`src/rtl/challenge_recover.sv`:
```
// rtl/challenge_recover.sv - exhaustive forward search recovering every seed that scrambles to a challenge
module challenge_recover #(
    parameter int STEP_W = 8
) (
    input  logic              clk,
    input  logic              rst,
    input  logic              start,
    input  logic              abort,
    input  logic [7:0]        target_challenge,
    input  logic [STEP_W-1:0] num_steps,
    output logic              busy,
    output logic              found_valid,
    output logic [7:0]        found_seed,
    output logic [8:0]        match_count,
    output logic              done,
    output logic              aborted
);

    typedef enum logic [2:0] {
        ST_IDLE,
        ST_LOAD,
        ST_STEP,
        ST_CMP,
        ST_DONE
    } state_t;

    state_t            state;
    state_t            state_nx;
    logic [7:0]        tgt_lat;
    logic [STEP_W-1:0] n_lat;
    logic [STEP_W-1:0] step_cnt;
    logic [7:0]        seed_cnt;
    logic [7:0]        work;

    // One scrambler clock step; the map is linear and folds 0x00/0xFF together.
    function automatic logic [7:0] scr_step(input logic [7:0] c);
        logic nb;
        nb = c[0] ^ c[1] ^ c[2] ^ c[3] ^ c[7];
        return c ^ {nb, c[7:1]};
    endfunction

    // Next-state logic; abort wins over everything once a search is running.
    always_comb begin
        state_nx = state;
        case (state)
            ST_IDLE: if (start) state_nx = ST_LOAD;
            ST_LOAD: begin
                if (abort)                   state_nx = ST_DONE;
                else if (n_lat != '0)        state_nx = ST_STEP;
                else                         state_nx = ST_CMP;
            end
            ST_STEP: begin
                if (abort)                                  state_nx = ST_DONE;
                else if (step_cnt == n_lat - STEP_W'(1))    state_nx = ST_CMP;
            end
            ST_CMP: begin
                if (abort)                   state_nx = ST_DONE;
                else if (seed_cnt == 8'hFF)  state_nx = ST_DONE;
                else                         state_nx = ST_LOAD;
            end
            ST_DONE: state_nx = ST_IDLE;
            default: state_nx = ST_IDLE;
        endcase
    end

    // State register.
    always_ff @(posedge clk) begin
        if (!rst) state <= ST_IDLE;
        else      state <= state_nx;
    end

    // Datapath: latch request, run the scrambler on the candidate, report matches.
    always_ff @(posedge clk) begin
        if (!rst) begin
            tgt_lat     <= 8'h00;
            n_lat       <= '0;
            step_cnt    <= '0;
            seed_cnt    <= 8'h00;
            work        <= 8'h00;
            found_valid <= 1'b0;
            found_seed  <= 8'h00;
            match_count <= 9'd0;
            aborted     <= 1'b0;
        end else begin
            found_valid <= 1'b0;
            case (state)
                ST_IDLE: begin
                    if (start) begin
                        tgt_lat     <= target_challenge;
                        n_lat       <= num_steps;
                        seed_cnt    <= 8'h00;
                        match_count <= 9'd0;
                        aborted     <= 1'b0;
                    end
                end
                ST_LOAD: begin
                    work     <= seed_cnt;
                    step_cnt <= '0;
                    if (abort) aborted <= 1'b1;
                end
                ST_STEP: begin
                    work     <= scr_step(work);
                    step_cnt <= step_cnt + STEP_W'(1);
                    if (abort) aborted <= 1'b1;
                end
                ST_CMP: begin
                    if (abort) begin
                        // A match in the abort cycle is dropped on purpose.
                        aborted <= 1'b1;
                    end else begin
                        if (work == tgt_lat) begin
                            found_valid <= 1'b1;
                            found_seed  <= seed_cnt;
                            match_count <= match_count + 9'd1;
                        end
                        if (seed_cnt != 8'hFF) seed_cnt <= seed_cnt + 8'd1;
                    end
                end
                default: ;
            endcase
        end
    end

    assign busy = (state == ST_LOAD) || (state == ST_STEP) || (state == ST_CMP);
    assign done = (state == ST_DONE);

endmodule

```
`config.mk`:
```
export PLATFORM = sky130hd
export DESIGN_NAME = challenge_recover
export DESIGN_NICKNAME = d
export VERILOG_FILES = /design/src/rtl/challenge_recover.sv
export SDC_FILE = /design/constraint.sdc
export NUM_CORES = 1
export LEC_CHECK = 0
export BUFFER_PORTS_ARGS = -buffer_cell sky130_fd_sc_hd__buf_2
export CORE_MARGIN = 3
export CORE_UTILIZATION = 30
export CTS_CLUSTER_DIAMETER = 30
export DETAILED_ROUTE_END_ITERATION = 7
export GPL_TIMING_DRIVEN = 0
export HOLD_SLACK_MARGIN = 0.02
export PLACE_DENSITY = 0.45
export SYNTH_ARGS = -nofsm -noshare
export SYNTH_HDL_FRONTEND = slang
export SYNTH_SLANG_ARGS = --single-unit
```
`constraint.sdc`:
```
create_clock -name clk -period 2.9 [get_ports clk]
set_input_delay 0.58 -clock clk [delete_from_list [all_inputs] [get_ports clk]]
set_output_delay 0.58 -clock clk [all_outputs]
set_load 0.005 [all_outputs]
```
# After elaboration in Yosys (flattened, before gate mapping)

Cells that the tools add are included.

Bits in registers: 62
Bits of input ports: 20
Output and inout port bits: 21
Logic and storage cells: 73

Add/sub/neg operators: 4
Equality and inequality tests: 14
Muxes and demuxes: 22
Bitwise logic cells: 8
Reductions and logical operators: 15

Operators with widths:

| operator              | count |
|---|---|
| $pmux W8 S2           | 3 |
| $mux W9               | 3 |
| $mux W8               | 3 |
| $mux W3               | 6 |
| $pmux W9 S2           | 1 |
| $add A8 B1 Y8 const B | 2 |
| $eq A8 B8 Y1          | 2 |
| $pmux W3 S4           | 1 |
| $add A9 B1 Y9 const B | 1 |
| $eq A8 B8 Y1 const B  | 1 |
| $ne A2 B2 Y1 const B  | 4 |
| $ne A8 B8 Y1 const B  | 1 |
| $reduce_and A4 Y1     | 2 |
| $reduce_bool A8 Y1    | 1 |
| $sub A8 B1 Y8 const B | 1 |
| $xor A8 B8 Y8         | 1 |
| $eq A3 B2 Y1 const B  | 2 |
| $reduce_and A3 Y1     | 2 |
| $reduce_bool A2 Y1    | 3 |
| $reduce_or A3 Y1      | 2 |
| $mux W1               | 4 |
| $reduce_and A2 Y1     | 2 |
| $xor A1 B1 Y1         | 4 |
| $eq A3 B1 Y1 const B  | 1 |
| 7 further kinds       | 10 |

# Longest topological paths before layout

Gate-level depths: netlist of run 1.

Depth after elaboration: 6
Depth in mapped cells: 8
Depth with buffers taken out: 7

# Worst setup path before layout of run 1

OpenSTA, ideal clock, no wires.

Path type: input to register
Start point: input port abort
End point: register match_count[7]
Library setup time: 71 ps
Arrival: 2127 ps
Data required time: 2829 ps
Setup slack: 702 ps
Stages: 6
Buffers on the path: 1
Path through: and4bb_1 > nand4_2 > or3_1 > buf_2 > or4_1 > a21oi_1

Word-level cells in the longest chain between the ends: 2

Ends and longest elaborated chain:

| what                        | line | RTL |
|---|---|---|
| start: declaration          | 8    | `input logic abort,` |
| $ne A2 B2 Y1 (no line)      | --   |  |
| $reduce_and A4 Y1 (no line) | --   |  |
| end signal: assignment      | 114  | `match_count <= match_count + 9'd1;` |
| end: declaration            | 14   | `output logic [8:0] match_count,` |

Every way passes these cells.
A chain may end at the register's enable or synchronous reset.

# Worst setup path after layout of run 1

Start point: register state[0]
End point: register step_cnt[4]

Word-level cells in the longest chain between the ends: 2
Elaborated cells between the ends (all ways): 4
Those cells by class: 2 x eq/ne; 1 x mux; 1 x reduce/logical

Ends and longest elaborated chain:

| what                                              | line | RTL |
|---|---|---|
| start: declaration                                | 27   | `state_t state;` |
| start signal: assignment                          | 69   | `else state <= state_nx;` |
| $eq A3 B2 Y1 or $eq A3 B1 Y1 (tied branches)      | 86   | `case (state)` |
| $pmux W8 S2 or $reduce_bool A2 Y1 (tied branches) | --   |  |
| end signal: assignment                            | 103  | `step_cnt <= step_cnt + STEP_W'(1);` |
| end: declaration                                  | 31   | `logic [STEP_W-1:0] step_cnt;` |

Parallel ways exist; a longest one is shown, timed or not.

==> run summary, run 1 <==
The share of flip-flops with an asynchronous set or reset after synthesis came out at 0%. The count of yosys warnings during synthesis came out at 0. The fraction of the yosys area taken by sequential cells is 41.93%. TritonCTS built the clock tree. For this block, the initial DRC count from the detailed router was 168. The peak ir drop on the vdd network is 0.2355 mV. The sequential cell area in the final layout is 1241 sq um. Among all stages on the critical path, the largest delay is contributed by nor3b_1. The most numerous cell on the critical path is nor2_1. Before antenna repair, the detailed router went through 7 iterations. Entering global routing, the biggest net connects 11 pins.

The multi-input logic area is 1589 sq um. The clock passes through at most 2 buffers. The average via count per standard cell came out at 4.823. The final routed DRC violation total is 0.

Global routing used 14.53% of the available tracks across all layers. The buffering stage count on the worst path with inverters included is 1. By instance count, the leading cell after synthesis is nand2_1.

The count of pins over their slew limit is 0. The worst-case clock skew is 0.005548 ns. In this run, post-CTS hold repair placed 0 buffers.

Traced cell by cell, the critical path runs through clkbuf_1 -> nor3b_1 -> nor2_1 -> o21ai_0 -> o21a_1 -> nor2_1. The number of antenna violations at the first check in global routing came out at 0. The count of clock tree sinks came out at 62.

Buffers inserted during clock tree synthesis total 9. In this run, placement finished with an instance count of 549. After synthesis, the most frequently instantiated cells are 73 x nand2_1, 62 x dfxtp_1, 47 x a21oi_1.

The worst setup path is captured at a register. The required time of the worst setup path came out at 3.12 ns. The top fanout value on the critical path is 10. The first-pass GRT wire length is 12800 um. The total wirelength of the detailed-routed design came out at 7920 um.

In this run the remaining antenna-violating nets after routing total 0. The area growth from synthesis to layout came out at 20.12%. In this run the post-CTS setup repair buffer count came out at 0. The number of cells upsized or downsized after cts is 0.

Setup repair after global routing left no endpoint under its margin. The time the final worst path needs with I/O delays and setup came out at 2.400 ns. Summed over its instances, the top area cell type makes up 41.93% of the synthesized netlist area.

The H-tree generated during clock tree synthesis spans 3 levels. The distinct cell type count of the synthesized netlist is 45. The layout net count came out at 455. The detailed placement HPWL came out at 5694 um. 41 I/O pins were placed. The area of the core is 9415 sq um.

The cell type with the largest total area after synthesis is dfxtp_1. Clock-pin slew was measured on the worst setup and hold paths at 0.07 ns. The max-capacitance violation count is 0. The number of nets produced by synthesis is 404. Among cell families on the critical path, the largest total delay comes from simple AND/OR/NAND/NOR gates. The root cell of the clock tree is clkbuf_8. The number of hold violations in the final report is 0.

The routability-driven placement congestion ratio is 0.7707. For this run, the leading register cell type out of synthesis is dfxtp_1. The number of global-route vias before repair is 2479. The worst setup path is of the reg -> reg kind. STA classifies the critical path startpoint as a register. The post-route core utilization is 37.77%. In this run, synthesis inferred 0 flip-flops with an integrated enable. The flip-flop and latch count after synthesis is 62. The synthesized instance count is 380.

The starting utilization of the core area is 31.44%. The data arrival time of the worst path is 2.62 ns. The aggregate global routing overflow is 0. In this design, the stage delay of the slowest critical-path cell is 0.89 ns. The min-delay analysis places its worst path in the category reg -> reg. The final cell count without fillers came out at 565. By area the synthesized netlist is led by dfxtp_1 42%, nand2_1 9.3%, a21oi_1 7.9%. The worst setup slack for register-to-register paths came out at 0.50 ns. The number of vias in the routed layout is 2725. The layout has 1004 filler cells. The per-instance average area after synthesis is 7.790 sq um. The run finished with clean final reports.

The maximum achievable frequency came out at 416.7 MHz. The cell row count came out at 35. The post-layout total power is 2.102 mW.

The layout cell share with drive strength beyond 1 is 14.68%. The setup TNS after final layout is 0 ns. The worst path setup slack after routing is 0.5003 ns. The worst pin sits at a relative slew slack of 29.97%. The leakage power is 1.294 nW.

The slew at the pin closest to its max-slew limit is 1.048 ns. The height of the chip came out at 105.3 um. The die span in x is 105.3 um. The worst-case setup slack after placement is 0.3582 ns.

The number of buffers inserted by port buffering is 40. The number of diodes added for antenna fixing is 0. Power spread over the standard cell area amounts to 591.1 nW/um^2. The cell area after technology mapping is 2960 sq um. The clock latency reported for the late side of the worst-skew pair is 0.34 ns. The total of endpoints with negative setup slack in the final report is 0. The share of the clock period used by the worst path came out at 82.75%. The overall die area is 11100 sq um. The routed length per placed instance is 14.02 um.
cells in the final DEF (no fill, tap or decap), types with 2 or more instances in the layout:
cell type / netlist / layout
nand4_1: 6 / 6
nand2b_1: 2 / 2
o31ai_1: 5 / 5
and2_1: 2 / 2
a32oi_1: 2 / 2
dfxtp_1: 62 / 62
a21oi_1: 47 / 47
nor2_1: 33 / 33
nand3b_1: 2 / 2
inv_1: 13 / 13
a211o_1: 2 / 2
xnor2_1: 25 / 25
nor4_1: 3 / 3
clkbuf_8: 0 / 12
nor3_1: 6 / 6
a31oi_1: 7 / 7
buf_2: 2 / 42
nand3_1: 12 / 12
or4_1: 5 / 5
or3_1: 3 / 3
o211ai_1: 3 / 3
xor2_1: 3 / 3
nand2_1: 73 / 73
clkbuf_1: 18 / 19
o21a_1: 2 / 2
and3_1: 4 / 4
bufinv_16: 0 / 2
a211oi_1: 4 / 4
ha_1: 4 / 4
o21ai_0: 12 / 12
nor3b_1: 2 / 2
state kept, by name, indices dropped and copies added, names as in the netlist:
signal / flops
found_valid: 1
tgt_lat: 8
match_count: 9
found_seed: 8
work: 8
seed_cnt: 8
n_lat: 8
step_cnt: 8
aborted: 1
state: 3
worst reg2reg max path: stages (launching register included):
cell and delay, ns:
dfxtp_1 0.34, clkbuf_1 0.32, nor3b_1 0.89, nor2_1 0.31
o21ai_0 0.24, o21a_1 0.14, nor2_1 0.03
path summary, 6_finish.rpt:
path / to / cells after the start / startpoint
worst min register to register: found_seed[4] / 2 / found_seed[4]
worst min-delay path: found_seed[4] / 2 / found_seed[4]
worst max-delay path: step_cnt[4] / 6 / state[0]
worst max register to register: step_cnt[4] / 6 / state[0]
through the flow:
stage / instance area [sq um] / hold slack, ns
after floorplan: 2960 / 0.4482
after global placement: 3322 / 0.4373
final: 3556 / 0.4495
after detailed placement: 3322 / 0.4442
after global routing: 3556 / 0.4551
after CTS: 3556 / 0.4482
cell families after synthesis:
family,count (synthesis),share of synthesized area (%)
adder cells (fa/ha/maj),4,1.691
flip-flops,62,41.93
buffers and inverters,34,4.395
multiplexers,1,0.3804
XOR/XNOR,28,8.284
AND/OR/NAND/NOR,159,24.89
AO/OA/AOI/OAI,92,18.43
cell type report:
class | instances | share of cell area (%)
Inverter | 14 | 1.478
Sequential cell | 62 | 34.90
Clock inverter | 3 | 1.830
Timing Repair Buffer | 40 | 5.630
Tap cell | 129 | 4.539
Multi-Input combinational cell | 284 | 44.69
Buffer | 20 | 2.182
Clock buffer | 13 | 4.750
metal layers:
layer / share of wire [%] / wire length (um) / track usage, % / vias up
met5: 0 / 0 / 0 / -
met4: 1.4 / 114 / 5.248 / 0
met3: 4.6 / 366 / 3.735 / 12
met2: 44 / 3507 / 22.77 / 62
met1: 50 / 3931 / 19.24 / 1236
li1: - / - / - / 1415
where the power goes:
part,leakage [nW],total [mW],internal [mW],switching [mW]
Clock,0.120,0.891,0.554,0.338
Combinational,0.672,0.296,0.105,0.191
Sequential,0.502,0.915,0.883,0.0318
(Power assumes the default switching activity.)
==> run 2: changes to the inputs <==
--- a/config.mk
+++ b/config.mk
@@ -12,7 +12,7 @@
 export DETAILED_ROUTE_END_ITERATION = 7
 export GPL_TIMING_DRIVEN = 0
 export HOLD_SLACK_MARGIN = 0.02
-export PLACE_DENSITY = 0.45
+export PLACE_DENSITY = 0.47
 export SYNTH_ARGS = -nofsm -noshare
 export SYNTH_HDL_FRONTEND = slang
 export SYNTH_SLANG_ARGS = --single-unit
==> constraint.sdc (replaced) <==
create_clock -name clk -period 2.2 [get_ports clk]
set_input_delay 0.44 -clock clk [delete_from_list [all_inputs] [get_ports clk]]
set_output_delay 0.44 -clock clk [all_outputs]
set_load 0.005 [all_outputs]
==> run summary, run 2 (same netlist as run 1, synthesis figures left out) <==
The startpoint of the tightest hold check path is num_steps[2]. match_count holds more flip-flops than any other register. The overall track demand over capacity in global routing came out at 14.80%. Setup repair after global routing left no endpoint under its margin. The post-layout total power came out at 2.616 mW. The time the final worst path needs with I/O delays and setup came out at 2.093 ns.

The clock transition at the registers of the reported paths came out at 0.07 ns. The total of endpoints with negative setup slack in the final report came out at 0. For the worst-skew pair, the clock arrives at the later sink with an insertion delay of 0.34 ns.

The worst register-to-register path ends at match_count[7]. The remaining max-slew budget at the tightest pin came out at 54.86%. Prior to clock tree synthesis, the placed netlist has a worst setup slack of -0.1977 ns. The peak per-stage delay on the critical path is 0.50 ns. The commonest non-fill, non-tap cell in the layout is nand2_1. TritonCTS built the clock tree. The largest net degree at the start of global routing is 12. The number of buffers inserted by port buffering is 40. The post-route core utilization came out at 37.78%.

The worst hold path belongs to the class in -> reg. The worst-case clock skew came out at 0.007414 ns. For this design the ratio of total power to cell area is 735.5 nW/um^2. The number of diodes added for antenna fixing is 0.

The first detailed-routing pass took 4 iterations. STA classifies the critical path startpoint as a register. The initial utilization of the core area, before any placement, comes to 31.44%. The layout net count is 455. The flow ran to the end, and the final reports show no timing, DRC or antenna violations. Once detailed placement completed, the half-perimeter wirelength came to 5673 um. The share of the clock period used by the worst path is 95.15%. The tool flagged a number of max-cap violations equal to 0. At the pin with the least slew margin, the transition time is 0.6734 ns. The average via count per standard cell came out at 4.766. The number of nets still failing antenna checks after routing came out at 0. The number of hold violations in the final report came out at 0. The final routed DRC violation total came out at 0. For this run, the number of standard cells in the final layout without fillers is 565. Dividing the detail-routed wire length by the instance count gives 13.68 um. The kind of cell with the highest combined delay along the critical path is simple AND/OR/NAND/NOR gates. The leakage power is 1.285 nW. The number of cells after detailed placement came out at 549. The number of vias in the routed layout is 2693.

The number of cells on the worst reg-to-reg path is 6. The cell row count is 35. The H-tree level count is 3. STA classifies the critical path endpoint as a register.

The starting DRC count in detailed routing came out at 105. Walking the worst path, the cells encountered are and4bb_2 -> nand4_4 -> or3_1 -> buf_2 -> or4_1 -> a21oi_1. The worst hold path depth is 3.

The data arrival time of the worst path is 2.36 ns. 41 I/O pins were placed. The area growth from synthesis to layout is 20.16%. The peak ir drop on the vdd network came out at 0.3495 mV. The path with the worst hold slack has its endpoint at n_lat[2]. The number of antenna violations at the first check in global routing is 0. The area of the core is 9415 sq um.

At the end of routability-driven placement, the weighted congestion stood at 0.7825. In the layout the commonest cells are 73 x nand2_1, 61 x dfxtp_1, 47 x a21oi_1, 44 x buf_2, 33 x nor2_1. The first-pass GRT wire length is 13030 um.

The buffering stage count on the worst path with inverters included came out at 1. The worst register-to-register path has a setup slack of 0.11 ns. The die is 105.3 um wide. The slowest stage of the critical path belongs to the cell or4_1. The maximum achievable frequency came out at 477.7 MHz. The number of CTS-inserted buffers is 9. The count of clock tree sinks came out at 62. The total wirelength of the detailed-routed design came out at 7730 um. In this run the critical register-to-register path is launched from state[2]. In the final layout, the share of cells above drive strength 1 is 16.74%. The worst path meets setup with 0.1067 ns of slack. The critical path is of the reg -> reg type. The height of the chip came out at 105.3 um. The flip-flop count of the largest register after layout is 9.

The die covers 11100 sq um. The required time of the worst setup path came out at 2.47 ns. The aggregate global routing overflow came out at 0. The maximum root-to-sink buffer count is 2. The cell area after layout is 3557 sq um.

The top fanout value on the critical path came out at 8. The cell area reported after detailed placement is 3322 sq um. The root cell of the clock tree is clkbuf_8. The number of global-route vias before repair came out at 2517.

The count of pins over their slew limit is 0.
[run 2: changes by cell type in the layout (fill, tap and decap cells not counted), moves of 2 or more]
| cell | before | now |
|---|---|---|
| clkbuf_1 | 19 | 15 |
| buf_2 | 42 | 44 |
| clkbuf_8 | 12 | 10 |
| clkinv_2 | 1 | 3 |
| nor3b_1 | 2 | 0 |
[run 2: worst register-to-register path, delay by kind of cell (launching register included)]
kind	cells	cell delay [ns]
and+or+nand+nor	4	1.38
buffers and inverters	1	0.16
AOI/OAI and AO/OA	1	0.15
DFF	1	0.34
[run 2: layout make-up]
class / count / area (sq um)
Clock inverter: 6 / 61.31
Timing Repair Buffer: 40 / 200.2
Multi-Input combinational cell: 284 / 1620
Tap cell: 129 / 161.4
Buffer: 20 / 81.33
Sequential cell: 62 / 1242
Inverter: 14 / 52.55
Fill cell: 1028 / 5858
Clock buffer: 10 / 137.6
[run 2: what timing repair did]
item | CTS | global route
buffers inserted | 0 | 0
hold endpoints to repair | 0 | 0
endpoints found under the setup margin | 9 | 16
pin swaps | 0 | 1
hold buffers | 0 | 0
resized for setup | 2 | 12
[run 2: routing by layer]
layer / vias up / wire length (um) / track usage (%)
met5: - / 0 / 0
li1: 1415 / - / -
met1: 1216 / 3750 / 19.40
met3: 6 / 373 / 4.042
met4: 0 / 98 / 5.436
met2: 56 / 3507 / 23.22
[run 2: through the flow]
step                setup TNS, ns  hold slack [ns]
floorplan                       0           0.4482
global placement           -1.446           0.4360
detailed placement         -1.605           0.4422
CTS                             0           0.3170
global route                    0           0.3177
finish                          0           0.3317
[run 2: report_power, final]
group          switching [mW]  internal [mW]  leakage (nW)
logic                   0.252          0.145         0.681
registers              0.0423           1.16         0.503
clock network           0.464          0.550         0.102
total                   0.758           1.86          1.29
[run 2: worst max path at each step]
stage | start | endpoint | slack (ns) | depth (start not counted)
after CTS | state[2] | match_count[8] | 0.04 | 7
final | state[2] | match_count[7] | 0.11 | 6
after global placement | abort | match_count[8] | -0.19 | 8
after global routing | seed_cnt[0] | seed_cnt[3] | 0.02 | 7
after floorplan | abort | match_count[7] | 0.14 | 6
after detailed placement | abort | match_count[8] | -0.20 | 8
==> run 3: changes to the inputs <==
--- a/config.mk
+++ b/config.mk
@@ -5,6 +5,7 @@
 export SDC_FILE = /design/constraint.sdc
 export NUM_CORES = 1
 export LEC_CHECK = 0
+export ABC_AREA = 1
 export BUFFER_PORTS_ARGS = -buffer_cell sky130_fd_sc_hd__buf_2
 export CORE_MARGIN = 3
 export CORE_UTILIZATION = 30
@@ -12,7 +13,7 @@
 export DETAILED_ROUTE_END_ITERATION = 7
 export GPL_TIMING_DRIVEN = 0
 export HOLD_SLACK_MARGIN = 0.02
-export PLACE_DENSITY = 0.47
+export PLACE_DENSITY = 0.46
 export SYNTH_ARGS = -nofsm -noshare
 export SYNTH_HDL_FRONTEND = slang
 export SYNTH_SLANG_ARGS = --single-unit
==> run summary, run 3 <==
The post-route core utilization is 36.50%. The number of diodes added for antenna fixing is 0. The worst path setup slack after routing came out at 0.2925 ns. The total of endpoints with negative setup slack in the final report is 0. Net switching is 32.30% of the power. The reported net switching power came out at 0.8948 mW.

The critical path's top delay family is simple AND/OR/NAND/NOR gates. The maximum achievable frequency came out at 524.2 MHz. The most numerous cell type found on the critical path is nor2_1.

The cell area reported after detailed placement came out at 3628 sq um. The multi-input logic area is 1775 sq um. Ranked by flip-flop count, first place goes to match_count. The peak ir drop on the vdd network came out at 0.3129 mV. The worst setup path is launched from a register. The portion of synthesized area spent on multiplexers is 0%. The area growth from synthesis to layout is 17.20%. The worst hold slack is 0.3367 ns. The slew at the pin closest to its max-slew limit came out at 0.6045 ns. The cell sitting at the root of the clock tree is a clkbuf_8. The count of clock tree sinks is 62. The worst-case setup slack after placement is 0.3321 ns.

The number of antenna violations at the first check in global routing is 0. Pin placement for this block handled 41 I/O pins. The number of nets still failing antenna checks after routing came out at 0.

The finished cells cover 3819 sq um. The leakage power is 1.595 nW. The fraction of the yosys area taken by sequential cells is 38.10%. The total wirelength of the detailed-routed design is 8985 um. The maximum root-to-sink buffer count is 2. The number of flops mapped to enable cells by yosys is 0. The layout has 1196 filler cells. The buffer count from post-CTS setup fixing came out at 0. The distinct cell type count of the synthesized netlist came out at 42. Input and output buffers added on the ports amount to 40. In the layout the commonest cells are 108 x nand2_1, 62 x dfxtp_1, 57 x nor2_1, 41 x buf_2, 40 x inv_1. Entering global routing, the biggest net connects 12 pins.

The cell area after technology mapping came out at 3258 sq um. Of the total synthesized cell area, the portion taken by XOR and XNOR cells is 5.376%. Buffers inserted during clock tree synthesis total 9. The relative contribution of combinational cells to total power is 19.9%. The average via count per standard cell is 4.705. By area, the combinational part of the netlist is dominated by simple AND/OR/NAND/NOR gates. Clock-pin slew was measured on the worst setup and hold paths at 0.07 ns. The routed length per placed instance is 13.57 um.

The layout net count came out at 545. In this run the mean area of a mapped cell was 6.932 sq um. At the end of routability-driven placement, the weighted congestion stood at 0.8228. Walking the worst path, the cells encountered are ha_1 -> nand2_1 -> nor3_2 -> nand3_1 -> nand3_2 -> nand2_2 -> inv_2 -> nor2_1 -> nor2_1 -> nor2_1.

Synthesis inferred 62 register bits. The number of global-route vias before repair is 2985. The adder-cell area share of the yosys netlist is 1.536%. Summing the areas of all compound-gate instances in the mapped netlist gives 14.98% of the synthesized area.

Setup repair after global routing left no endpoint under its margin. The peak per-stage delay on the critical path is 0.46 ns. The proportion of power drawn by flip-flops and latches is 44.2%. The number of cells upsized or downsized after cts came out at 0. The register with the most flip-flops in the layout has 9 of them.

The number of hold violations in the final report is 0. The sequential cell area in the final layout is 1241 sq um. The cell type with the largest total area after synthesis is dfxtp_1. The time the final worst path needs with I/O delays and setup is 1.908 ns. The final route contains 3115 vias. The clock latency reported for the late side of the worst-skew pair is 0.34 ns. The die span in x came out at 110.2 um. Adding up every negative setup slack in the final design gives 0 ns. The run finished with clean final reports. Of the available clock period, the critical path in the final layout requires 86.71%. The required time of the worst setup path came out at 2.41 ns. The aggregate global routing overflow is 0. The power per standard cell area is 725.4 nW/um^2. The type of the tightest min-delay check is in -> reg.

The layout cell share with drive strength beyond 1 came out at 16.35%. The count of yosys warnings during synthesis is 0. TritonCTS built the clock tree. The detailed placement HPWL is 6718 um.

The top fanout value on the critical path came out at 8. The floorplan step defined a die boundary enclosing 12150 sq um. The number of iterations in the first detailed-routing pass came out at 4.

For this configuration, the core starts out at a cell density of 31.14%. The cell row count came out at 37. The buffering stage count on the worst path with inverters included is 1. The max-capacitance violation count came out at 0. The data arrival time of the worst path is 2.12 ns. The most used flip-flop cell after synthesis is dfxtp_1. Between clock sinks in the finished design, the worst skew comes to 0.005288 ns. The first-pass GRT wire length came out at 14670 um. On the critical path, the stage with the largest delay is an instance of dfxtp_1. In this run the vertical extent of the chip is 110.2 um. The share of total power dissipated in the clock network is 35.9%.

Of the post-synthesis cell area, the dominant cell type holds 38.10%. The number of nets produced by synthesis is 494. The kind of critical path is reg -> reg. The starting DRC count in detailed routing is 132.

Buffers inserted to repair hold after CTS numbered 0. The remaining max-slew budget at the tightest pin came out at 59.70%. Leaving out fill and tap cells, the most frequent cell in the layout is nand2_1. The most frequent cell after synthesis is nand2_1. In the synthesized netlist the async set-or-reset flop fraction comes to 0%.

The final routed DRC violation total is 0. Across every metal layer, demand over resource in global routing totals 15.66%. The endpoint class of the critical path is a register.

Cell internal power was estimated by the tool at 1.875 mW. The cell count after synthesis came out at 470. In this run the standard cell core region covers 10460 sq um. The H-tree level count came out at 3. The count of pins over their slew limit is 0. The synthesized netlist devotes 32.60% of its cell area to simple gates. The commonest cells after synthesis are 108 x nand2_1, 62 x dfxtp_1, 57 x nor2_1. In the post-synthesis netlist, the biggest area contributors are dfxtp_1 38%, nand2_1 12%, nor2_1 6.6%.
-- run 3: final cells by class --
cell class / instances / share of cell area [%]
plain buffers: 11 / 1.540
clock buffers: 10 / 3.342
clock inverters: 6 / 1.638
inverters: 48 / 4.784
multi-input cells: 349 / 46.49
flip-flops and latches: 62 / 32.50
well taps: 136 / 4.456
repair buffers: 40 / 5.242
-- run 3: logic make-up after synthesis --
family                     count (synthesis)
DFF                                       62
AOI/OAI and AO/OA                         86
adders and majority gates                  4
and+or+nand+nor                          239
buffers and inverters                     59
xor gates and xnor gates                  20
-- run 3: power by group through the flow --
stage | Clock (mW) | Combinational, mW | Sequential (mW)
6_report | 0.995 | 0.550 | 1.22
5_1_grt | 1.07 | 0.635 | 1.23
4_1_cts | 1.03 | 0.557 | 1.23
3_5_place_dp | 0 | 0.552 | 1.25
3_3_place_gp | 0 | 0.550 | 1.25
2_1_floorplan | 0 | 0.399 | 1.24
-- run 3: path summary, 6_finish.rpt --
| check | startpoint | end | slack (ns) | cells after the start |
|---|---|---|---|---|
| worst min-delay path | target_challenge[3] | tgt_lat[3] | 0.34 | 3 |
| worst min register to register | aborted | aborted | 0.47 | 2 |
| worst max register to register | seed_cnt[0] | seed_cnt[5] | 0.29 | 10 |
| worst max-delay path | seed_cnt[0] | seed_cnt[5] | 0.29 | 10 |
-- run 3: routing by layer --
layer / track usage, % / part of all wire [%] / vias to the layer above
li1: - / - / 1651
met1: 21.22 / 50 / 1404
met4: 6.245 / 1.3 / 0
met2: 24.87 / 46 / 48
met3: 2.504 / 2.9 / 12
met5: 0 / 0 / -
-- run 3: metrics by stage --
step,instances,power (mW)
CTS,662,2.809
global placement,646,1.802
floorplan,470,1.637
finish,662,2.770
global route,662,2.935
detailed placement,646,1.805
-- run 3: tightest hold or removal path, stage by stage --
cell and delay [ns]:
buf_2 0.09, nand2_1 0.05, a21oi_1 0.05
